--- src/rtl/prbs_pkg.sv ---
// Shared types and constants for the PRBS-15 burst scheduler.
package prbs_pkg;

   typedef enum logic [2:0] {
      IDLE,
      RESTART,
      WAIT,
      RUN,
      DONE
   } state_t;

   localparam int RESTART_CYCLES = 2;
   localparam int PATTERN_W      = 32;
   localparam int N_W            = 4;
   localparam int BYTE_W         = 8;

endpackage

--- src/rtl/prbs_rr_arbiter.sv ---
// Combinational round-robin winner search starting one past the last-grant pointer.
module prbs_rr_arbiter #(
   parameter int NUM_REQ = 2,
   parameter int IDX_W   = $clog2(NUM_REQ)
) (
   input  logic [NUM_REQ-1:0] i_req_valid,
   input  logic [IDX_W-1:0]   i_ptr,
   output logic [NUM_REQ-1:0] o_grant,
   output logic [IDX_W-1:0]   o_idx,
   output logic               o_any
);

   logic [NUM_REQ-1:0] w_rot;
   int                 w_first;

   always_comb begin
      // Rotate so that bit 0 is the requester right after the pointer.
      w_rot   = NUM_REQ'({i_req_valid, i_req_valid} >> (int'(i_ptr) + 1));
      w_first = 0;
      o_any   = 1'b0;
      for (int j = NUM_REQ - 1; j >= 0; j--) begin
         if (w_rot[j]) begin
            w_first = j;
            o_any   = 1'b1;
         end
      end
      o_idx   = IDX_W'((int'(i_ptr) + 1 + w_first) % NUM_REQ);
      o_grant = '0;
      for (int j = 0; j < NUM_REQ; j++) begin
         o_grant[j] = o_any && (o_idx == IDX_W'(j));
      end
   end

endmodule

--- src/rtl/prbs_burst_sched.sv ---
// Round-robin burst scheduler sharing one PRBS-15 datapath between requesters.
// Optional abort input enabled by defining PRBS_BURST_SCHED_ABORT_EN.
module prbs_burst_sched
   import prbs_pkg::*;
#(
   parameter int NUM_REQ  = 2,
   parameter int LEN_W    = 16,
   parameter int PIPE_LAT = 1,
   localparam int IDX_W   = $clog2(NUM_REQ)
) (
   input  logic                         clk,
   input  logic                         rst_n,
   input  logic [NUM_REQ-1:0]           i_req_valid,
   input  logic [PATTERN_W*NUM_REQ-1:0] i_req_pattern,
   input  logic [N_W*NUM_REQ-1:0]       i_req_n,
   input  logic [LEN_W*NUM_REQ-1:0]     i_req_len,
`ifdef PRBS_BURST_SCHED_ABORT_EN
   input  logic                         i_abort,
`endif
   input  logic [BYTE_W-1:0]            i_blk_data,
   output logic [NUM_REQ-1:0]           o_req_ready,
   output logic                         o_blk_rst,
   output logic [PATTERN_W-1:0]         o_blk_pattern,
   output logic [N_W-1:0]               o_blk_n,
   output logic                         o_out_valid,
   output logic [BYTE_W-1:0]            o_out_data,
   output logic [IDX_W-1:0]             o_out_id,
   output logic                         o_out_last,
   output logic                         o_done,
   output logic                         o_busy
);

   localparam int RST_W  = (RESTART_CYCLES > 1) ? $clog2(RESTART_CYCLES) : 1;
   localparam int WAIT_W = (PIPE_LAT > 1) ? $clog2(PIPE_LAT) : 1;
   localparam logic [RST_W-1:0]  RST_LAST  = RST_W'(RESTART_CYCLES - 1);
   localparam logic [WAIT_W-1:0] WAIT_LAST = WAIT_W'((PIPE_LAT > 0) ? PIPE_LAT - 1 : 0);

   logic [PATTERN_W-1:0] w_pat [NUM_REQ];
   logic [N_W-1:0]       w_n   [NUM_REQ];
   logic [LEN_W-1:0]     w_len [NUM_REQ];
   logic [NUM_REQ-1:0]   w_grant;
   logic [IDX_W-1:0]     w_idx;
   logic                 w_any;
   logic                 w_abort;

   state_t               r_state;
   logic [IDX_W-1:0]     r_ptr;
   logic [LEN_W-1:0]     r_len_cnt;
   logic [RST_W-1:0]     r_rst_cnt;
   logic [WAIT_W-1:0]    r_wait_cnt;
   logic [NUM_REQ-1:0]   r_req_ready;
   logic                 r_blk_rst;
   logic [PATTERN_W-1:0] r_blk_pattern;
   logic [N_W-1:0]       r_blk_n;
   logic                 r_out_valid;
   logic [BYTE_W-1:0]    r_out_data;
   logic [IDX_W-1:0]     r_out_id;
   logic                 r_out_last;
   logic                 r_done;
   logic                 r_busy;

   genvar gi;
   generate
      for (gi = 0; gi < NUM_REQ; gi++) begin : g_unpack
         assign w_pat[gi] = i_req_pattern[gi*PATTERN_W +: PATTERN_W];
         assign w_n[gi]   = i_req_n[gi*N_W +: N_W];
         assign w_len[gi] = i_req_len[gi*LEN_W +: LEN_W];
      end
   endgenerate

`ifdef PRBS_BURST_SCHED_ABORT_EN
   assign w_abort = i_abort;
`else
   assign w_abort = 1'b0;
`endif

   prbs_rr_arbiter #(
      .NUM_REQ (NUM_REQ),
      .IDX_W   (IDX_W)
   ) u_arb (
      .i_req_valid (i_req_valid),
      .i_ptr       (r_ptr),
      .o_grant     (w_grant),
      .o_idx       (w_idx),
      .o_any       (w_any)
   );

   always_ff @(posedge clk or negedge rst_n) begin
      if (!rst_n) begin
         r_state       <= IDLE;
         r_ptr         <= IDX_W'(NUM_REQ - 1);
         r_len_cnt     <= '0;
         r_rst_cnt     <= '0;
         r_wait_cnt    <= '0;
         r_req_ready   <= '0;
         r_blk_rst     <= 1'b1;
         r_blk_pattern <= '0;
         r_blk_n       <= '0;
         r_out_valid   <= 1'b0;
         r_out_data    <= '0;
         r_out_id      <= '0;
         r_out_last    <= 1'b0;
         r_done        <= 1'b0;
         r_busy        <= 1'b0;
      end else begin
         r_req_ready <= '0;
         r_out_valid <= 1'b0;
         r_out_last  <= 1'b0;
         r_done      <= 1'b0;
         case (r_state)
            IDLE: begin
               // The done cycle is spent idle so the next grant lands one cycle later.
               if (w_any && !r_done) begin
                  r_req_ready   <= w_grant;
                  r_ptr         <= w_idx;
                  r_blk_pattern <= w_pat[w_idx];
                  r_blk_n       <= w_n[w_idx];
                  r_len_cnt     <= w_len[w_idx];
                  r_rst_cnt     <= '0;
                  r_busy        <= 1'b1;
                  r_state       <= RESTART;
               end
            end
            RESTART: begin
               if (r_rst_cnt == RST_LAST) begin
                  r_rst_cnt <= '0;
                  if (r_len_cnt == '0) begin
                     r_state <= DONE;
                  end else if (PIPE_LAT == 0) begin
                     r_blk_rst <= 1'b0;
                     r_state   <= RUN;
                  end else begin
                     r_blk_rst  <= 1'b0;
                     r_wait_cnt <= '0;
                     r_state    <= WAIT;
                  end
               end else begin
                  r_rst_cnt <= r_rst_cnt + RST_W'(1);
               end
            end
            WAIT: begin
               if (w_abort) begin
                  r_blk_rst <= 1'b1;
                  r_state   <= DONE;
               end else if (r_wait_cnt == WAIT_LAST) begin
                  r_state <= RUN;
               end else begin
                  r_wait_cnt <= r_wait_cnt + WAIT_W'(1);
               end
            end
            RUN: begin
               r_out_valid <= 1'b1;
               r_out_data  <= i_blk_data;
               r_out_id    <= r_ptr;
               r_len_cnt   <= r_len_cnt - LEN_W'(1);
               if (r_len_cnt == LEN_W'(1) || w_abort) begin
                  r_out_last <= 1'b1;
                  r_blk_rst  <= 1'b1;
                  r_state    <= DONE;
               end
            end
            DONE: begin
               r_done  <= 1'b1;
               r_busy  <= 1'b0;
               r_state <= IDLE;
            end
            default: r_state <= IDLE;
         endcase
      end
   end

   assign o_req_ready   = r_req_ready;
   assign o_blk_rst     = r_blk_rst;
   assign o_blk_pattern = r_blk_pattern;
   assign o_blk_n       = r_blk_n;
   assign o_out_valid   = r_out_valid;
   assign o_out_data    = r_out_data;
   assign o_out_id      = r_out_id;
   assign o_out_last    = r_out_last;
   assign o_done        = r_done;
   assign o_busy        = r_busy;

endmodule

--- config.mk ---
export PLATFORM = sky130hd
export DESIGN_NAME = prbs_burst_sched
export DESIGN_NICKNAME = d
export VERILOG_FILES = /design/src/rtl/prbs_pkg.sv /design/src/rtl/prbs_rr_arbiter.sv /design/src/rtl/prbs_burst_sched.sv
export SDC_FILE = /design/constraint.sdc
export NUM_CORES = 1
export LEC_CHECK = 0
export CORE_ASPECT_RATIO = 0.5
export CORE_MARGIN = 4
export CORE_UTILIZATION = 44
export CTS_CLUSTER_DIAMETER = 150
export DETAILED_ROUTE_END_ITERATION = 8
export PLACE_DENSITY = 0.95
export SLEW_MARGIN = 15
export SYNTH_ARGS = -nofsm -noshare
export SYNTH_HDL_FRONTEND = slang
export SYNTH_SLANG_ARGS = --single-unit
--- constraint.sdc ---
create_clock -name clk -period 6.2 [get_ports clk]
set_input_delay 1.24 -clock clk [delete_from_list [all_inputs] [get_ports clk]]
set_output_delay 1.24 -clock clk [all_outputs]
set_load 0.03 [all_outputs]
==> reports/summary.txt, run 1 <==
# H-tree levels -> 3
Row cnt -> 22
PD cells -> 470.8 mW/mm²
Remaining DRCs -> 0
Post-synthesis sequential area ratio -> 51.77%
Synth area leaders -> dfrtp_1 (50%), a221oi_1 (9.7%), nor2_1 (9.1%)
Worst Tran Pin Value -> 1.112 ns
Max-cap viol count -> 0
Layout cells sized above 1 -> 6.379%
Die area -> 0.009615 mm²
Clk pwr share -> 23.4%
Routed vias/inst -> 5.730
GRT Total Usage -> 24.25%
Finished Cell Area -> 0.005619 mm²
Synthesized net count -> 492
Top_reg_cell synth -> dfrtp_1
CP Capture Type -> register
IO Pins -> 168
Pint -> 1.609 mW
Clk buf depth -> 2
Clk Latency, worst-skew pair -> 0.33 ns
Min Hold Slack -> 0.4680 ns
Worst setup path category -> input pin to register
First-pass GRT wire length -> 18310 µm
Overall power -> 2.646 mW
Leakage Power -> 2.287 nW
Post CTS Setup Buffer Count -> 0
Switching part of the total -> 39.20%
Layout Area Growth over Synthesis -> 59.03%
Reg clk slew, reported paths -> 0.05 ns
HPWL after DPL -> 8254 µm
Vias in the first global route -> 3601
CTS Sinks -> 73
Chip width -> 134.7 µm
Die height -> 71.37 µm
Starting Density -> 46.68%
Worst VDD drop -> 320.7 µV
# nets final -> 646
GRT Residual Overflow -> 0
Core Area -> 0.007570 mm²
Post-synth EDFFs -> 0
Sum of negative setup slack -> 0 ns
Worst min path class -> register to register
Sw Pwr -> 1.037 mW
Synth Warn # -> 0
Drt pass-1 iters -> 5
Placed Area -> 0.005255 mm²
Largest net degree at the start of global routing -> 74
Root Driver -> clkbuf_16
Area leader, netlist -> dfrtp_1
N_diodes -> 0
Fin worst setup slack -> 2.994 ns
Buffers added on ports -> 167
Synth cell types -> 51
Startpoint Class -> input pin
Placed instance count -> 625
DR WL/cell -> 18.61 µm
Post-CTS sizing -> 0
FMAX -> 311.9 MHz
Synthesized flop and latch total -> 73
R2R setup slack -> 3.63 ns
Total CTS buffers -> 9
Via Count -> 3673
Final Max Slew Viols -> 0
RSZ-0062 raised after global routing -> no
GP Congestion -> 0.8558
Async set-reset flop share out of synthesis -> 100.0%
Slew HR -> 25.70%
Clk_skew -> 0.006190 ns
WP data arrival -> 3.39 ns
Synth Area per Inst -> 9.448 µm²
WL final -> 11930 µm
Final hold vios -> 0
Layout Cells excl Fill -> 641
Initial drt markers -> 337
Part of the power in combinational logic -> 44.3%
Synth top area share -> 50.28%
Initial antenna violation count -> 0
Period Utilization, post-route -> 51.71%
CP required -> 6.39 ns
Status -> completed
Synthesized instance count -> 374
Final Util -> 74.23%
CTS tree -> built
Mapped Area -> 0.003533 mm²
Fin crit period -> 3.206 ns
Final setup vio count -> 0
Antenna-violating nets left -> 0
Crit-path max FO -> 29
Sequential power share -> 32.3%
Dpl ws -> 2.701 ns
CTS Hold Bufs -> 0
[cells by family after synthesis]
group / Yosys count / share of synthesized area (%)
AND/OR/NAND/NOR: 168 / 22.10
buffers and inverters: 38 / 4.497
flip-flops: 73 / 51.77
XOR/XNOR: 3 / 0.7438
AO/OA/AOI/OAI: 85 / 18.77
adder cells (fa/ha/maj): 2 / 0.7081
multiplexers: 5 / 1.416
[flip-flops by register name, indices dropped and copies added, names as in the netlist, 2 cells and up]
register	cells
o_blk_pattern	32
r_len_cnt	16
o_blk_n	4
o_out_data	8
o_req_ready	2
r_state	3
[cell usage after synthesis, types with 2 or more instances]
cell type,n
nor2_1,86
dfrtp_1,71
a221oi_1,39
nand2_1,32
clkbuf_1,18
a211oi_1,11
inv_1,9
nor4_1,9
o21ai_0,8
a21oi_1,7
buf_2,7
and3_1,6
nor3_1,6
mux2i_1,5
or4_1,5
nand2b_1,3
o211ai_1,3
or3_1,3
xnor2_1,3
a222oi_1,2
a22oi_1,2
and2_1,2
buf_1,2
dfstp_2,2
ha_1,2
nand3b_1,2
nor3b_1,2
o41ai_1,2
or2_2,2
or4_4,2
[per-layer routing]
layer / vias up / global-route usage (%) / wire, µm
met5: - / 0 / 0
met4: 0 / 10.16 / 448
met3: 46 / 6.802 / 890
met2: 215 / 41.84 / 5932
met1: 1733 / 28.86 / 4658
li1: 1679 / - / -
[cell usage in the layout (no fill, tap or decap), types with 2 or more instances in the layout]
cell,count
and2_1,2
a21oi_1,7
or4_1,5
or3_1,3
xnor2_1,3
o211ai_1,3
nor4_1,9
nor3b_1,2
a211oi_1,11
nand3b_1,2
o21ai_0,8
and3_1,6
buf_4,5
dfrtp_1,71
a221oi_1,39
a222oi_1,2
nor3_1,6
a22oi_1,2
dfstp_2,2
clkbuf_8,3
nand2_1,32
bufinv_16,3
clkdlybuf4s50_1,166
nand2b_1,3
o41ai_1,2
clkbuf_16,9
or4_4,2
nor2_1,86
or2_2,2
inv_1,9
ha_1,2
mux2i_1,5
[worst max-delay path, stage by stage]
cell and delay [ns]:
clkdlybuf4s50_1 0.50, nor2b_1 0.28, a21o_1 0.60, buf_4 0.43
mux2i_1 0.24, o211ai_1 0.10
[final timing paths]
path	from	endpoint	cells past startpoint
max in group asynchronous	rst_n	o_blk_pattern[27]	1
worst max register to register	r_state[1]	r_len_cnt[11]	4
worst min register to register	o_out_data[6]	o_out_data[6]	2
min in group asynchronous	rst_n	r_state[1]	1
worst max-delay path	i_req_valid[1]	r_len_cnt[7]	6
worst min-delay path	o_out_data[6]	o_out_data[6]	2
[power groups by stage]
| stage | clock network (mW) | logic, mW | registers [mW] |
|---|---|---|---|
| detailed placement | 0 | 1.17 | 0.845 |
| global route | 0.652 | 1.25 | 0.883 |
| CTS | 0.628 | 1.17 | 0.847 |
| finish | 0.620 | 1.17 | 0.855 |
| floorplan | 0 | 0.384 | 1.11 |
| global placement | 0 | 1.13 | 0.834 |
[final cells by class]
class / instances / area, µm²
inverter: 10 / 37.54
tap: 108 / 135.1
clock inverter: 4 / 97.59
fill: 496 / 1951
sequential: 73 / 1829
clock buffer: 12 / 266.5
multi-input combinational: 263 / 1554
timing repair buffer: 171 / 1699
No activity file was read; power rests on OpenSTA's default activity.
==> run 2: changes to the inputs <==
--- a/config.mk
+++ b/config.mk
@@ -7,10 +7,10 @@
 export LEC_CHECK = 0
 export CORE_ASPECT_RATIO = 0.5
 export CORE_MARGIN = 4
-export CORE_UTILIZATION = 44
+export CORE_UTILIZATION = 41
 export CTS_CLUSTER_DIAMETER = 150
 export DETAILED_ROUTE_END_ITERATION = 8
-export PLACE_DENSITY = 0.95
+export PLACE_DENSITY = 0.9
 export SLEW_MARGIN = 15
 export SYNTH_ARGS = -nofsm -noshare
 export SYNTH_HDL_FRONTEND = slang
==> constraint.sdc (replaced) <==
create_clock -name clk -period 3.09 [get_ports clk]
set_input_delay 0.618 -clock clk [delete_from_list [all_inputs] [get_ports clk]]
set_output_delay 0.618 -clock clk [all_outputs]
set_load 0.03 [all_outputs]
==> reports/summary.txt, run 2 (synthesis results as in run 1) <==
Status -> completed
First-pass GRT wire length -> 17860 µm
Core Area -> 0.008202 mm²
Total CTS buffers -> 9
Leakage Power -> 2.292 nW
CTS tree -> built
Die area -> 0.01026 mm²
GRT Residual Overflow -> 0
Commonest non-fill, non-tap cells in the layout -> clkdlybuf4s50_1 (166), nor2_1 (86), dfrtp_1 (71)
Part of the power in combinational logic -> 45.7%
FMAX -> 379.7 MHz
Final hold vios -> 0
Remaining DRCs -> 0
Post-CTS sizing -> 0
RSZ-0062 raised after global routing -> no
Root Driver -> clkbuf_16
Row cnt -> 23
Final Max Slew Viols -> 0
Crit-path max FO -> 30
FF-to-FF path depth -> 5
# H-tree levels -> 3
Chip width -> 139.3 µm
Clk_skew -> 0.007177 ns
Starting Density -> 43.08%
Slew HR -> 32.22%
Worst VDD drop -> 450.1 µV
Final Util -> 68.44%
Max-cap viol count -> 0
CTS Sinks -> 73
Routed vias/inst -> 5.472
WL final -> 11280 µm
Dpl ws -> 0.2463 ns
Layout cells sized above 1 -> 6.716%
GRT Total Usage -> 21.94%
Fin worst setup slack -> 0.4563 ns
IO Pins -> 168
Finished Cell Area -> 0.005613 mm²
Drt pass-1 iters -> 5
Initial antenna violation count -> 0
Min Hold Slack -> 0.4183 ns
PD cells -> 911.1 mW/mm²
Worst Tran Pin Value -> 1.014 ns
Die height -> 73.65 µm
Post CTS Setup Buffer Count -> 0
Reg clk slew, reported paths -> 0.06 ns
Sequential power share -> 33.3%
Clk Latency, worst-skew pair -> 0.33 ns
Worst setup path category -> register to register
Fin crit period -> 2.634 ns
HPWL after DPL -> 8333 µm
CP Capture Type -> register
Startpoint Class -> register
Via Count -> 3546
Placed Area -> 0.005304 mm²
Clk pwr share -> 21.0%
Switching part of the total -> 39.92%
Clk buf depth -> 2
GP Congestion -> 0.8273
Largest net degree at the start of global routing -> 74
N_diodes -> 0
Commonest non-fill, non-tap cell in the layout -> clkdlybuf4s50_1
Max reg flops -> 32
Pint -> 3.073 mW
DR WL/cell -> 17.41 µm
Initial drt markers -> 297
Layout Area Growth over Synthesis -> 58.85%
Fill count -> 626
WP data arrival -> 2.84 ns
Antenna-violating nets left -> 0
Buffers added on ports -> 167
CTS Hold Bufs -> 0
CP required -> 3.30 ns
# nets final -> 649
Worst min path class -> input pin to asynchronous set/reset pin
Vias in the first global route -> 3678
Sw Pwr -> 2.041 mW
Period Utilization, post-route -> 85.23%
Final setup vio count -> 0
Sum of negative setup slack -> 0 ns
-- run 2: through the flow --
| stage | total power [mW] | cells |
|---|---|---|
| after floorplan | 3.004 | 374 |
| after global placement | 3.964 | 632 |
| after detailed placement | 4.048 | 632 |
| after CTS | 5.137 | 648 |
| after global routing | 5.413 | 648 |
| final | 5.114 | 648 |
-- run 2: worst paths after layout --
| check | startpoint | to | slack [ns] |
|---|---|---|---|
| worst max-delay path | r_state[1] | o_blk_pattern[28] | 0.46 |
| worst min-delay path | rst_n | o_out_valid | 0.42 |
| worst max register to register | r_state[1] | o_blk_pattern[28] | 0.46 |
| worst min register to register | o_out_data[5] | o_out_data[5] | 0.48 |
| max in group asynchronous | rst_n | o_out_data[1] | 2.06 |
| min in group clk | o_out_data[5] | o_out_data[5] | 0.48 |
-- run 2: critical path, cell delays in order (launching register included) --
cell and delay, ns:
dfrtp_1 0.49, nor4_1 0.73, nand2_1 0.60, buf_12 0.35
a221oi_1 0.24, nor2_1 0.09
-- run 2: power groups by stage --
stage / Combinational (mW) / Sequential [mW] / Clock [mW]
floorplan: 0.770 / 2.23 / 0
global placement: 2.29 / 1.68 / 0
detailed placement: 2.34 / 1.70 / 0
CTS: 2.35 / 1.70 / 1.09
global route: 2.51 / 1.76 / 1.14
finish: 2.34 / 1.70 / 1.07
-- run 2: layout make-up --
type | count | area, µm² | share of cell area (%)
flip-flops and latches | 73 | 1829 | 32.59
repair buffers | 174 | 1734 | 30.90
multi-input cells | 263 | 1563 | 27.84
clock buffers | 14 | 274.0 | 4.882
well taps | 112 | 140.1 | 2.497
inverters | 10 | 37.54 | 0.6687
clock inverters | 2 | 35.03 | 0.6242
-- run 2: metal layers --
layer / wire (µm) / global-route usage (%)
met5: 0 / 0
met4: 237 / 6.291
met3: 723 / 5.917
met2: 5804 / 40.05
met1: 4519 / 25.98
==> run 3: changes to the inputs <==
--- a/config.mk
+++ b/config.mk
@@ -6,7 +6,6 @@
 export NUM_CORES = 1
 export LEC_CHECK = 0
 export CORE_ASPECT_RATIO = 0.5
-export CORE_MARGIN = 4
 export CORE_UTILIZATION = 41
 export CTS_CLUSTER_DIAMETER = 150
 export DETAILED_ROUTE_END_ITERATION = 8
==> reports/summary.txt, run 3 (synthesis results as in run 1) <==
Status -> completed
Pint -> 3.276 mW
Part of the power in combinational logic -> 44.6%
Sequential power share -> 31.7%
CTS Hold Bufs -> 0
Sequential cell area -> 0.001829 mm²
CP max-delay cell -> a21boi_4
Antenna-violating nets left -> 0
RSZ-0062 raised after global routing -> no
Max-cap viol count -> 0
Clk Latency, worst-skew pair -> 0.34 ns
Worst setup startpoint -> i_req_valid[0]
Clk buf depth -> 2
Starting Density -> 43.23%
Post CTS Setup Buffer Count -> 0
Vias in the first global route -> 3509
Leakage Power -> 2.319 nW
PD cells -> 946.0 mW/mm²
Initial antenna violation count -> 0
IO Pins -> 168
Max reg flops -> 32
Crit path to -> r_len_cnt[12]
# nets final -> 650
Startpoint Class -> input pin
Worst reg2reg path endpoint -> o_blk_pattern[31]
Reg clk slew, reported paths -> 0.06 ns
WL final -> 11600 µm
Via Count -> 3686
Period Utilization, post-route -> 82.62%
CP peak stage delay -> 0.88 ns
Worst Tran Pin Value -> 1.025 ns
CP Capture Type -> register
CP top delay family -> compound AO/OA/AOI/OAI gates
Final setup vio count -> 0
Crit-path max FO -> 37
Worst min path class -> input pin to asynchronous set/reset pin
Final Max Slew Viols -> 0
FMAX -> 391.7 MHz
CTS tree -> built
Sum of negative setup slack -> 0 ns
Slew HR -> 31.47%
Reg2Reg Launch Point -> r_state[1]
Commonest non-fill, non-tap cells in the layout -> clkdlybuf4s50_1 (166), nor2_1 (86), dfrtp_1 (71)
HPWL after DPL -> 7816 µm
Layout Area Growth over Synthesis -> 60.84%
# H-tree levels -> 3
WP buf/inv -> 1
Total CTS buffers -> 9
Final Util -> 69.53%
FF-to-FF path depth -> 5
Placed Area -> 0.005323 mm²
Routed vias/inst -> 5.680
Initial drt markers -> 324
R2R setup slack -> 0.58 ns
Clk_skew -> 0.004760 ns
Root Driver -> clkbuf_16
N_diodes -> 0
Clk pwr share -> 23.8%
CP required -> 3.34 ns
Area of the multi-input gates -> 0.001562 mm²
Layout cells sized above 1 -> 6.704%
Worst VDD drop -> 419.6 µV
First-pass GRT wire length -> 17390 µm
GRT Total Usage -> 25.63%
Core Area -> 0.008173 mm²
Commonest non-fill, non-tap cell in the layout -> clkdlybuf4s50_1
Row cnt -> 23
Die height -> 67.65 µm
Remaining DRCs -> 0
GP Congestion -> 0.8273
CTS Sinks -> 73
Buffers added on ports -> 167
Sw Pwr -> 2.100 mW
Die area -> 0.009016 mm²
WP data arrival -> 2.80 ns
Largest net degree at the start of global routing -> 74
GRT Residual Overflow -> 0
Worst setup path category -> input pin to register
Finished Cell Area -> 0.005683 mm²
Drt pass-1 iters -> 7
Total stage count of the critical path -> 5
Fill count -> 591
Post-CTS sizing -> 0
Final hold vios -> 0
Fin crit period -> 2.553 ns
Chip width -> 133.3 µm
DR WL/cell -> 17.87 µm
CP cell instances -> clkdlybuf4s50_1, a21boi_4, and2_1, a222oi_1, o21ai_0
Switching part of the total -> 39.07%
[run 3: cell types whose count changed in the layout (fill, tap and decap cells not counted)]
cell,before,now
bufinv_16,1,4
a21o_2,1,0
buf_12,1,2
clkinvlp_4,0,1
clkinv_2,1,0
clkbuf_8,3,0
a21o_1,0,1
[run 3: final cells by class]
class	count	area share (%)
inverters	10	0.6605
clock buffers	11	4.095
clock inverters	5	2.246
repair buffers	175	30.87
flip-flops and latches	73	32.19
multi-input cells	263	27.48
well taps	112	2.466
[run 3: worst min path at each step]
| stage | start | end | cells after the start |
|---|---|---|---|
| floorplan | rst_n | o_blk_n[0] | 0 |
| global placement | o_out_data[1] | o_out_data[1] | 2 |
| detailed placement | o_out_data[6] | o_out_data[6] | 2 |
| CTS | rst_n | o_blk_pattern[11] | 1 |
| global route | rst_n | o_busy | 1 |
| finish | rst_n | o_out_data[5] | 1 |
[run 3: per-stage QoR]
step	hold slack [ns]	setup slack (ns)	instances	power, mW
after floorplan	0.3224	1.025	374	3.004
after global placement	0.4585	0.3367	633	3.987
after detailed placement	0.4614	0.2596	633	4.057
after CTS	0.4616	0.5616	649	5.368
after global routing	0.4978	0.4016	649	5.638
final	0.4226	0.5370	649	5.376
[run 3: worst reg2reg max path: cells and delay by family (launching register included)]
kind                   cells  cell delay [ns]
AO/OA/AOI/OAI              1             0.29
buffers and inverters      1             0.33
AND/OR/NAND/NOR            3             1.28
flip-flops                 1             0.48
[run 3: per-layer routing]
layer	part of all wire [%]	vias up	track usage (%)
li1	-	1679	-
met1	39	1767	30.73
met2	50	204	43.95
met3	7.9	36	7.658
met4	2.9	0	10.94
met5	0	-	0
[run 3: power by group through the flow]
stage,sequential [mW],clock [mW],combinational [mW]
global placement,1.68,0,2.31
detailed placement,1.69,0,2.37
finish,1.70,1.28,2.40
CTS,1.69,1.29,2.39
global route,1.75,1.33,2.55
floorplan,2.23,0,0.770
==> RTL edit, RTL diff (config.mk and constraints of run 3) <==
Reset style: synchronous (`rst_n`), changed in one clocked block.
--- a/src/rtl/prbs_burst_sched.sv
+++ b/src/rtl/prbs_burst_sched.sv
@@ -86,5 +86,5 @@
    );
 
-   always_ff @(posedge clk or negedge rst_n) begin
+   always_ff @(posedge clk) begin
       if (!rst_n) begin
          r_state       <= IDLE;
Behaviour: differs if rst_n is asserted again (counterexample within 4 cycles, from zero or initial values and one cycle with rst_n low); with rst_n held inactive, the same outputs for 10 cycles.
==> RTL edit against run 3 <==
  * Count of clock-buffer cells in the layout decreased by 1
  * Cell count increased by 3.1%
  * Area after synthesis decreased by 1.1%
  * Routed wire length decreased by 11%
  * Register-to-register slack improved by 460 ps
  * Cell area decreased by 2.4%
  * Sequential cell count unchanged
  * Setup slack improved by 170 ps
  * Hold slack improved by 29 ps
  * Utilization decreased by 1.4 points
Power is not compared: it rests on default switching activity, and its combinational part moved more than twofold at a synthesized area within 25%.
==> RTL edit: results <==
[run_status]
status = "completed"

[synth]
synth_nets = 514
synthTopCellsByArea = "dfxtp_1 (42%), mux2i_1 (13%), a211oi_1 (7.9%)"
ys_types = 54
synth_compound_area_share_pct = 17.3
synth_adder_area_share_pct = 1.00
netlist_top_cells_count = "dfxtp_1 (73), nor2_1 (66), mux2i_1 (46), a211oi_1 (37), nand2_1 (32)"
muxShareOfSynthArea_pct = 15.8
syn_inst = 396
ys_seq_area_share_pct = 41.8
ys_async_sr_fraction_pct = 0
synth_xor_area_share_pct = 0.752

[cells_and_area]
instances_no_fill = 669
layout-drive-gt1-share_pct = 8.26

[power_and_ir_drop]
leakage_nw = 2.23

[sta]
skew_ps = 3.99
worst_pin_slew_ps = 721

[placed_design]
place.gp.congestion = 0.818
dpl.hpwl_um = 7530
place_area_um2 = 5260
dp_cells = 653

[drt]
dr.pass1.iters = 5
routed_wl_um = 10300
via_per_inst = 5.25
m1WireLength_um = 4280
drt-initial-drc-count = 204
wl_met2_um = 5170
dr_wl_met3_um = 584
top_layer = "met4"

[setup_path]
r2r-end = "r_len_cnt[7]$_SDFFE_PN0P_"
crit_path_max_incr_delay_ps = 520
cp_slowest_cell = "clkdlybuf4s50_1"
timing.rr.start = "r_state[1]$_SDFFE_PN0P_"
cp-endpoint = "r_len_cnt[1]$_SDFFE_PN0P_"
crit_fanout = 24
rr_worst_depth = 4
cpLargestDelayFamily = "buffers and inverters"
r2r_slack_ps = 1040

[grt]
grt_pass1_wl_um = 16000
grt_max_degree = 70
gr-usage-all-layers_pct = 22.9
grt_pass1_vias = 3321

[hold_path]
hp-class = "reg2reg"
holdPathStages = 2
[RTL edit: through the flow]
stage	hold WS, ps	worst slack (ps)	util (%)
global placement	441	554	64.6
floorplan	459	1170	-
finish	451	711	68.1
global route	478	568	68.1
detailed placement	447	510	64.6
CTS	455	732	68.1
[RTL edit: area by class of cell]
type,count,area [um^2]
Fill cell,634,2600
Multi-Input combinational cell,285,1870
Timing Repair Buffer,175,1760
Sequential cell,73,1460
Clock buffer,10,229
Tap cell,112,140
Clock inverter,6,58.8
Inverter,8,30.0
[RTL edit: layer usage]
layer | global-route usage, % | vias to the layer above
met1 | 28.1 | 1630
met2 | 39.5 | 115
li1 | - | 1741
met5 | 0 | -
met3 | 5.41 | 24
met4 | 9.77 | 0
[RTL edit: worst min-delay path: cells and delay by family, from the launching register on]
kind	cells	cell delay (ps)
AND/OR/NAND/NOR	1	50
flip-flops	1	300
AO/OA/AOI/OAI	1	50
[RTL edit: worst min-delay path by stage]
stage                               startpoint                    endpoint
floorplan                   r_ptr$_SDFFE_PN1P_       o_out_id$_SDFFE_PN0P_
global route        o_out_data[4]$_SDFFE_PN0P_  o_out_data[4]$_SDFFE_PN0P_
finish              o_out_data[5]$_SDFFE_PN0P_  o_out_data[5]$_SDFFE_PN0P_
detailed placement  o_out_data[5]$_SDFFE_PN0P_  o_out_data[5]$_SDFFE_PN0P_
CTS                 o_out_data[7]$_SDFFE_PN0P_  o_out_data[7]$_SDFFE_PN0P_
global placement    o_out_data[5]$_SDFFE_PN0P_  o_out_data[5]$_SDFFE_PN0P_
[RTL edit: power breakdown]
part / total [W] / internal, W / switching [W]
Sequential: 0.00110 / 0.00104 / 0.0000683
Clock: 0.000999 / 0.000620 / 0.000379
Combinational: 0.000861 / 0.000423 / 0.000438
[RTL edit: kinds of logic (layout without fill, tap and decap cells)]
kind of cell    Yosys count  count (layout)
compound gates           87              87
xor+xnor                  3               3
fa+ha+maj                 3               3
buf+inv                  38             199
flops                    73              73
mux                      54              54
simple gates            138             138
